File: src/rtl/util_timestamp_pkg.sv
// Shared definitions for the timestamp insertion stage and the packet gate.
package util_timestamp_pkg;

    localparam int TS_EVERY_WIDTH = 32;

    typedef enum logic [1:0] {
        ST_ALIGN = 2'd0,
        ST_PASS  = 2'd1,
        ST_DROP  = 2'd2
    } ts_gate_state_t;

endpackage

File: src/rtl/util_timestamp_packet_gate.sv
// Packet gate between the timestamp-insertion stage and the DMAC FIFO write port.
// After a DMAC overflow it discards the rest of the damaged packet, so that the
// DMA buffer always restarts on a timestamp header.
//
//  state    | meaning
//  ---------+-------------------------------------------------------------
//  ST_ALIGN | timestamping off, or waiting for the first word (the header)
//  ST_PASS  | aligned; every word is forwarded
//  ST_DROP  | discarding the damaged packet until the next header
module util_timestamp_packet_gate
    import util_timestamp_pkg::*;
#(
    parameter int DATA_WIDTH     = 64,
    parameter int DROP_CNT_WIDTH = 32
) (
    input  logic                      dma_clk,
    input  logic                      dma_rst,
    input  logic [TS_EVERY_WIDTH-1:0] timestamp_every,
    input  logic                      in_wr_en,
    input  logic                      in_wr_sync,
    input  logic [DATA_WIDTH-1:0]     in_wr_data,
    output logic                      in_wr_overflow,
    output logic                      out_wr_en,
    output logic                      out_wr_sync,
    output logic [DATA_WIDTH-1:0]     out_wr_data,
    input  logic                      out_wr_overflow,
    output logic                      dropping,
    output logic [DROP_CNT_WIDTH-1:0] dropped_packets
);

    // One extra bit so that pos can never wrap before reaching every_q.
    localparam int POS_WIDTH = TS_EVERY_WIDTH + 1;

    ts_gate_state_t             state, state_nxt;
    logic [POS_WIDTH-1:0]       pos, pos_nxt, pos_adv;
    logic [TS_EVERY_WIDTH-1:0]  every_q, every_nxt;
    logic                       fwd;
    logic                       drop_nxt;
    logic                       cnt_inc;
    logic                       boundary_word;
    logic                       ts_off;

    // Packet position bookkeeping shared by all states.
    always_comb begin
        pos_adv       = (pos == {1'b0, every_q}) ? '0 : pos + POS_WIDTH'(1);
        boundary_word = in_wr_en && (pos == '0);
        ts_off        = (timestamp_every == '0);
    end

    // Next-state, forwarding decision and position tracking.
    always_comb begin
        state_nxt = state;
        pos_nxt   = pos;
        every_nxt = every_q;
        fwd       = 1'b0;
        drop_nxt  = dropping;
        cnt_inc   = 1'b0;

        case (state)
            ST_ALIGN: begin
                // Overflow is only echoed upstream here; nothing is dropped.
                every_nxt = timestamp_every;
                fwd       = in_wr_en;
                pos_nxt   = '0;
                drop_nxt  = 1'b0;
                if (!ts_off && in_wr_en) begin
                    pos_nxt   = POS_WIDTH'(1);
                    state_nxt = ST_PASS;
                end
            end

            ST_PASS: begin
                if (boundary_word && ts_off) begin
                    // Timestamping switched off at a header: fall back to pass-through.
                    every_nxt = '0;
                    pos_nxt   = '0;
                    fwd       = 1'b1;
                    state_nxt = ST_ALIGN;
                end else begin
                    if (boundary_word) begin
                        every_nxt = timestamp_every;
                    end
                    if (in_wr_en) begin
                        pos_nxt = pos_adv;
                    end
                    if (out_wr_overflow) begin
                        // The word registered this cycle is already part of the loss.
                        state_nxt = ST_DROP;
                        drop_nxt  = 1'b1;
                        cnt_inc   = 1'b1;
                    end else begin
                        fwd = in_wr_en;
                    end
                end
            end

            ST_DROP: begin
                // Overflow seen here belongs to writes issued before DROP; not recounted.
                if (boundary_word) begin
                    fwd      = 1'b1;
                    drop_nxt = 1'b0;
                    if (ts_off) begin
                        every_nxt = '0;
                        pos_nxt   = '0;
                        state_nxt = ST_ALIGN;
                    end else begin
                        every_nxt = timestamp_every;
                        pos_nxt   = POS_WIDTH'(1);
                        state_nxt = ST_PASS;
                    end
                end else if (in_wr_en) begin
                    pos_nxt = pos_adv;
                end
            end

            default: begin
                state_nxt = ST_ALIGN;
                pos_nxt   = '0;
                drop_nxt  = 1'b0;
            end
        endcase
    end

    // State, output registers and the saturating drop counter.
    always_ff @(posedge dma_clk or posedge dma_rst) begin
        if (dma_rst) begin
            state           <= ST_ALIGN;
            pos             <= '0;
            every_q         <= '0;
            out_wr_en       <= 1'b0;
            out_wr_sync     <= 1'b0;
            out_wr_data     <= '0;
            in_wr_overflow  <= 1'b0;
            dropping        <= 1'b0;
            dropped_packets <= '0;
        end else begin
            state          <= state_nxt;
            pos            <= pos_nxt;
            every_q        <= every_nxt;
            out_wr_en      <= fwd;
            out_wr_sync    <= fwd & in_wr_sync;
            in_wr_overflow <= out_wr_overflow;
            dropping       <= drop_nxt;
            if (fwd) begin
                out_wr_data <= in_wr_data;
            end
            if (cnt_inc && (dropped_packets != '1)) begin
                dropped_packets <= dropped_packets + DROP_CNT_WIDTH'(1);
            end
        end
    end

endmodule

File: config.mk
export PLATFORM = sky130hd
export DESIGN_NAME = util_timestamp_packet_gate
export DESIGN_NICKNAME = d
export VERILOG_FILES = /design/src/rtl/util_timestamp_pkg.sv /design/src/rtl/util_timestamp_packet_gate.sv
export SDC_FILE = /design/constraint.sdc
export NUM_CORES = 1
export LEC_CHECK = 0
export BUFFER_PORTS_ARGS = -buffer_cell sky130_fd_sc_hd__buf_4
export CORE_MARGIN = 3
export CORE_UTILIZATION = 40
export CTS_BUF_LIST = sky130_fd_sc_hd__clkbuf_8 sky130_fd_sc_hd__clkbuf_16
export DETAILED_ROUTE_END_ITERATION = 10
export GPL_TIMING_DRIVEN = 0
export HOLD_SLACK_MARGIN = 0.08
export SYNTH_ARGS = -nofsm -noshare
export SYNTH_HDL_FRONTEND = slang
export SYNTH_SLANG_ARGS = --single-unit
File: constraint.sdc
create_clock -name dma_clk -period 16.8 [get_ports dma_clk]
set_clock_uncertainty 0.2 [all_clocks]
set_input_delay 2.52 -clock dma_clk [delete_from_list [all_inputs] [get_ports dma_clk]]
set_output_delay 2.52 -clock dma_clk [all_outputs]
set_load 0.02 [all_outputs]
# Word-level counts from Yosys, hierarchy flattened

Cells that the tools add are included.

Word-level logic and storage cells: 63
Output and inout port bits: 100
Bits in registers: 167
Input bits: 101

Bitwise gates (word level): 1
Eq/ne operators: 10
Multiplexer cells: 29
Reduce and logical (&&, ||, !) cells: 12
Add/sub/neg operators: 2

Operators by type and width:

| cell                    | count |
|---|---|
| $mux W33                | 4 |
| $mux W32                | 4 |
| $pmux W33 S3            | 1 |
| $pmux W32 S3            | 1 |
| $add A33 B1 Y33 const B | 1 |
| $eq A33 B32 Y1          | 1 |
| $logic_not A33 Y1       | 1 |
| $add A32 B1 Y32 const B | 1 |
| $logic_not A32 Y1       | 1 |
| $ne A32 B32 Y1 const B  | 1 |
| $mux W1                 | 12 |
| $reduce_and A3 Y1       | 3 |
| $mux W2                 | 4 |
| $ne A2 B2 Y1 const B    | 4 |
| $ne A3 B3 Y1 const B    | 2 |
| $pmux W2 S3             | 1 |
| $logic_and A1 B1 Y1     | 4 |
| $pmux W1 S3             | 1 |
| $reduce_bool A3 Y1      | 1 |
| $eq A2 B1 Y1 const B    | 1 |
| $eq A2 B2 Y1 const B    | 1 |
| $logic_not A2 Y1        | 1 |
| $pmux W1 S2             | 1 |
| $and A1 B1 Y1           | 1 |
| $logic_not A1 Y1        | 1 |

# Logic depth before layout (Yosys ltp)

Gate-level depths: netlist of run 1.

Word-level depth: 6
Gate-level depth with buffers: 11
Depth with buffers taken out: 8

# Worst setup path before layout of run 1

OpenSTA, ideal clock, no wires.

Path type: input port to flip-flop
Start point: input timestamp_every[27]
End point: register out_wr_data[10]
Cell stages on the path: 8
Setup time: 126 ps
Required time: 16474 ps
Arrival: 4288 ps
Path buffers: 2
Setup slack: 12186 ps
Cell sequence: nor4_1 nand2_1 nor4_1 a21oi_1 nand2b_1 buf_2 buf_2 a311o_1

Longest elaborated chain between the ends: 4

RTL lines:

| item                   | RTL line                          | source |
|---|---|---|
| start: declaration     | util_timestamp_packet_gate.sv:18  | `input logic [TS_EVERY_WIDTH-1:0] timestamp_every,` |
| $logic_not A32 Y1      | util_timestamp_packet_gate.sv:47  | `ts_off = (timestamp_every == '0);` |
| $logic_and A1 B1 Y1    | util_timestamp_packet_gate.sv:73  | `if (boundary_word && ts_off) begin` |
| $mux W1                | util_timestamp_packet_gate.sv:73  |  |
| $pmux W1 S3            | util_timestamp_packet_gate.sv:59  | `case (state)` |
| end signal: assignment | util_timestamp_packet_gate.sv:145 | `out_wr_data <= in_wr_data;` |
| end: declaration       | util_timestamp_packet_gate.sv:25  | `output logic [DATA_WIDTH-1:0] out_wr_data,` |

Every way passes these cells.
A chain may end at the register's enable or synchronous reset.

# Final worst setup path of run 1

Start point: input timestamp_every[27]
End point: register out_wr_data[13]

Same word-level chain as after synthesis.

==> results of run 1 <==
[metal layers]
| metal | up-vias | part of all wire |
|---|---|---|
| met3 | 30 | 0.073 |
| li1 | 3987 | - |
| met1 | 4013 | 0.43 |
| met5 | - | 0 |
| met2 | 203 | 0.48 |
| met4 | 0 | 0.015 |
[where the power goes]
group | leakage, nW | switching, mW | internal, mW | total, mW
Sequential | 2.14 | 0.110 | 0.535 | 0.646
Combinational | 2.84 | 0.560 | 0.364 | 0.923
Clock | 0.301 | 0.173 | 0.254 | 0.428
[cells in the final DEF, fill, tap and decap left out, drive strengths merged, types with 2 or more instances in the layout]
cell	n
clkinvlp	4
inv	19
or4	6
buf	230
dfrtp	167
ha	7
a21oi	4
a211o	3
or3	4
nor3	72
xnor2	22
nor2b	3
nor4	35
nor2	48
nand2b	3
clkbuf	63
nor4b	3
nand2	229
nand4	21
mux2	2
o21ai	101
a311o	64
clkinv	2
and4	4
xor2	73
a21o	2
bufinv	4
and3	7
nand3	21
nor3b	2
[final timing paths]
check,from,endpoint,cells past startpoint
worst max-delay path,timestamp_every[27],out_wr_data[13],9
worst min register to register,dropped_packets[27],dropped_packets[27],1
worst max register to register,state[1],out_wr_data[1],9
worst min-delay path,dropped_packets[27],dropped_packets[27],1
min in group asynchronous,dma_rst,out_wr_data[44],2
max in group asynchronous,dma_rst,pos[31],3
[state kept, by name, indices dropped and copies added (netlist names)]
register         count
out_wr_en            1
in_wr_overflow       1
every_q             32
dropped_packets     32
pos                 33
out_wr_sync          1
state                2
out_wr_data         64
dropping             1
[kinds of logic (layout without fill, tap and decap cells)]
kind of cell / after synthesis / after routing
xor gates and xnor gates: 95 / 95
buffers and inverters: 89 / 322
AOI/OAI and AO/OA: 182 / 182
adders and majority gates: 7 / 7
and+or+nand+nor: 460 / 460
muxes: 3 / 3
DFF: 167 / 167
[area by class of cell]
cell class / instances / area, sq um
plain buffers: 74 / 319
inverters: 15 / 63.8
multi-input cells: 747 / 4370
well taps: 280 / 350
clock buffers: 18 / 439
fillers: 2078 / 10400
flip-flops and latches: 167 / 4180
clock inverters: 14 / 198
repair buffers: 201 / 1530
[through the flow]
step	instance area [sq um]	hold WS (ns)	util
after floorplan	8920	0.269	-
after global placement	10800	0.283	0.492
after global routing	11400	0.323	0.523
after CTS	11400	0.300	0.523
after detailed placement	10800	0.288	0.494
final	11400	0.298	0.523
==> impl_metrics.yaml, run 1 <==
finish:
  syn_to_final_growth_pct: 28.3
  fin_cells: 1516
  antennaDiodeCount: 0
  drive_gt1_frac: 0.215
  finalNetCount: 1331
yosys:
  ys_ff_latch: 167
  syn_area_sq_mm: 0.00892
  seq_area_frac_synth: 0.469
  avgSynthCellArea_sq_um: 8.89
  synthFlopType: "dfrtp_1"
  synth_compound_area_frac: 0.144
  synth_fp_nets: 1111
  async_reset_ff_frac: 1.00
  synth-simple-area-share: 0.238
  synth-edff-count: 0
  synth_cells: 1003
  yosysMostFrequentCell: "nand2_1"
  yosysTopAreaCellShare: 0.469
  synthMuxAreaShare: 0.00407
  synth_top_family_by_area: "simple AND/OR/NAND/NOR gates"
  synthTopCellsByArea: "dfrtp_1 47%, nand2_1 9.6%, a311o_1 7.2%"
  yosys_warnings: 0
  yosys.area.top_type: "dfrtp_1"
  synth-adder-area-share: 0.00982
  synth.top_cells.by_count: "229 x nand2_1, 167 x dfrtp_1, 93 x o21ai_0"
  synth_cell_types: 47
  synthXorXnorAreaFrac: 0.0933
die:
  dieWidth_um: 155
  die_area_sq_mm: 0.0241
  num_rows: 54
  die_height_um: 155
  fp.coreArea_sq_mm: 0.0219
  start_util: 0.407
  ios: 201
drt:
  vias_per_cell: 5.43
  drtIter0Drc: 480
  postRouteAntennaNets: 0
  dr.pass1.iters: 5
  vias: 8233
  finalWirelength_mm: 26.9
  wl_per_cell_um: 17.8
  drc_errors: 0
pwr:
  powerDensity_mw_per_mm2: 174
  irDropWorstVdd_v: 0.0000994
  total_power_mw: 2.00
  p_leak_nw: 5.27
sta:
  max_slew_margin: 0.168
  max_clock_freq_ghz: 0.175
  grt_setup_unrepaired: "no"
  final.setup.tns_ns: 0
  final-hold-violation-count: 0
  slew_violations: 0
  worstMarginPinSlew_ns: 1.24
  min_period_over_period: 0.340
  layout_min_cycle_time_ns: 5.72
  setup_ws_ns: 11.08
  setup-violations-final: 0
cts:
  cts_sinks: 167
  clkTransAtPathRegs_ns: 0.07
  clk_path_buf_depth: 2
  htreeDepth: 4
  cts_setup_buffers: 0
  root_buffer: "clkbuf_16"
  clock_latency_ns: 0.43
  cts_resized: 0
  hold_buffers: 0
  cts_tree: "built"
  cts-buffers-inserted: 17
critical_path:
  slowest_stage: "nor4_1"
  end_kind: "flip-flop"
  path_cells: "buf_4 -> nor4_1 -> nand2_1 -> nor4_1 -> a21oi_1 -> nand2b_1 -> buf_2 -> buf_2 -> a311o_1"
  path_delay_family: "simple AND/OR/NAND/NOR gates"
  rrSetupSlack_ns: 13.43
  critPathRequiredTime_ns: 16.92
  path_class: "in2reg"
  arrival_ns: 5.84
  critPathLaunchType: "input port"
  slowest_delay_ns: 1.06
  worstPathMaxFanout: 10
  worst-path-buf-inv: 3
grt:
  grt_busiest_layer: "met2"
  grt_max_degree: 127
  grt.met1_usage: 0.291
  grtUsageMet3: 0.0698
  grt_pass1_wl_mm: 43.2
  grt_util_all_layers: 0.222
  grt_overflow: 0
  antenna_found_initial: 0
  grt_pass1_vias: 8156
  grtUsageMet2: 0.357
placement:
  dp_hpwl_mm: 19.8
  placed_cells: 1484
  pre_cts_ws_ns: 10.59
  gp_congestion: 0.831
  port_buffers: 200
min_path:
  hold_class: "reg2reg"
run:
  maxCapViolations: 0
outcome:
  status: "finished, final reports clean"
Power figures use the tool's default switching activity.
==> run 2: changes to the inputs <==
clock period = 5 ns   (was 16.8 ns; I/O delays follow)
==> run 2 against run 1 <==
Compared with the run above:
- clock power increased to 3.3 times the previous value
- critical path type unchanged
- global-route usage increased by 0.48 points
- utilization increased by 0.16 points
- non-clock buffer count increased by 3
- register-to-register slack got worse by 12 ns
- hold slack got worse by 0.098 ns
- sequential share of layout area decreased by 0.11 points
==> impl_metrics.yaml, run 2 (synthesis results as in run 1) <==
sta:
  worstMarginPinSlew_ns: 1.28
  final.setup.tns_ns: 0
  setup_ws_ns: 0.997
  slew_violations: 0
  final-hold-violation-count: 0
  min_period_over_period: 0.801
  max_slew_margin: 0.136
  grt_setup_unrepaired: "no"
  setup-violations-final: 0
  layout_min_cycle_time_ns: 4.00
  max_clock_freq_ghz: 0.250
critical_path:
  worst-path-buf-inv: 3
  arrival_ns: 4.12
  timing.rr.end: "out_wr_data[16]"
  path_delay_family: "simple AND/OR/NAND/NOR gates"
  critPathLaunchType: "input port"
  path_class: "in2reg"
  slowest_delay_ns: 1.10
  r2r-start: "pos[0]"
  slowest_stage: "nor4_1"
  path_cells: "buf_4 -> nor4_1 -> nand2_1 -> nor4_1 -> a21oi_1 -> nand2b_1 -> buf_2 -> buf_2 -> a311o_1"
  critPathRequiredTime_ns: 5.12
  rrSetupSlack_ns: 1.54
  worstPathMaxFanout: 10
  end_kind: "flip-flop"
  worst-r2r-cell-count: 9
finish:
  largest_reg_flops: 64
  layout_common_cells: "229 x nand2_1, 205 x buf_4, 167 x dfrtp_1"
  layout.cells.most_common: "nand2_1"
  finalNetCount: 1334
  ff_latch_area_sq_mm: 0.00418
  regMostFlops: "out_wr_data"
  antennaDiodeCount: 0
  drive_gt1_frac: 0.218
  syn_to_final_growth_pct: 28.7
  multiInputGateArea_sq_mm: 0.00437
  nFillCells: 2088
  fin_cells: 1519
  reg_top3: "out_wr_data: 64 flops, pos: 33 flops"
grt:
  grt_max_degree: 40
  grt_overflow: 0
  antenna_found_initial: 0
  grt_pass1_wl_mm: 44.0
  grt_util_all_layers: 0.227
  grt_pass1_vias: 8179
placement:
  port_buffers: 200
  gp_congestion: 0.880
  pre_cts_ws_ns: 0.631
  placed_cells: 1487
  dp_hpwl_mm: 20.2
pwr:
  total_power_mw: 6.70
  irDropWorstVdd_v: 0.000309
  p_leak_nw: 5.30
  powerDensity_mw_per_mm2: 584
drt:
  vias_per_cell: 5.48
  drtIter0Drc: 503
  drc_errors: 0
  vias: 8320
  postRouteAntennaNets: 0
  dr.pass1.iters: 6
  finalWirelength_mm: 27.4
  wl_per_cell_um: 18.0
cts:
  hold_buffers: 0
  cts_setup_buffers: 0
  clkTransAtPathRegs_ns: 0.07
  clk_path_buf_depth: 2
  cts_tree: "built"
  htreeDepth: 4
  root_buffer: "clkbuf_16"
  cts_resized: 0
  cts-buffers-inserted: 17
  clock_latency_ns: 0.43
  cts_sinks: 167
die:
  fp.coreArea_sq_mm: 0.0219
  die_area_sq_mm: 0.0241
  ios: 201
  start_util: 0.407
  dieWidth_um: 155
  num_rows: 54
  die_height_um: 155
min_path:
  hold_class: "in2async"
outcome:
  status: "finished, final reports clean"
run:
  maxCapViolations: 0
run 2: cell types whose count changed in the layout (fill, tap and decap cells not counted):
cell,delta
inv_1,-1
bufinv_16,-1
clkinvlp_4,-2
inv_6,+3
buf_16,-1
buf_12,+4
clkinv_2,+1
run 2: worst reg2reg max path: cells and delay by family, from the launching register on:
family	cells	cell delay [ns]
adders and majority gates	1	0.17
DFF	1	0.46
buffers and inverters	3	0.60
and+or+nand+nor	4	1.58
AOI/OAI and AO/OA	1	0.34
run 2: area by class of cell:
type	count	share of cell area
Buffer	74	0.0278
Sequential cell	167	0.364
Tap cell	280	0.0305
Clock buffer	18	0.0383
Inverter	15	0.00523
Multi-Input combinational cell	747	0.380
Timing Repair Buffer	204	0.138
Clock inverter	14	0.0160
run 2: through the flow:
step	utilization	hold slack (ns)	cell area [sq um]
after CTS	0.524	0.203	11500
final	0.524	0.201	11500
after floorplan	-	0.269	8920
after global routing	0.524	0.225	11500
after detailed placement	0.496	0.280	10900
after global placement	0.492	0.285	10800
run 2: worst max-delay path by stage:
stage / slack (ns) / depth (start not counted) / startpoint / endpoint
after floorplan: 1.92 / 1 / dma_rst / dropped_packets[0]
after global placement: 0.63 / 9 / timestamp_every[27] / out_wr_data[15]
after detailed placement: 0.63 / 9 / timestamp_every[27] / out_wr_data[17]
after CTS: 1.09 / 9 / timestamp_every[27] / out_wr_data[11]
after global routing: 0.93 / 9 / timestamp_every[27] / out_wr_data[11]
final: 1.0 / 9 / timestamp_every[27] / out_wr_data[16]
run 2: report_power, final:
part	leakage (nW)	switching (mW)	internal (mW)
combinational	2.85	1.89	1.23
sequential	2.14	0.371	1.80
clock	0.305	0.599	0.814
run 2: routing by layer:
| metal | track usage | share of wire | vias to the layer above |
|---|---|---|---|
| li1 | - | - | 3998 |
| met1 | 0.302 | 0.44 | 4032 |
| met2 | 0.358 | 0.47 | 254 |
| met3 | 0.0757 | 0.075 | 36 |
| met4 | 0.0584 | 0.017 | 0 |
| met5 | 0 | 0 | - |
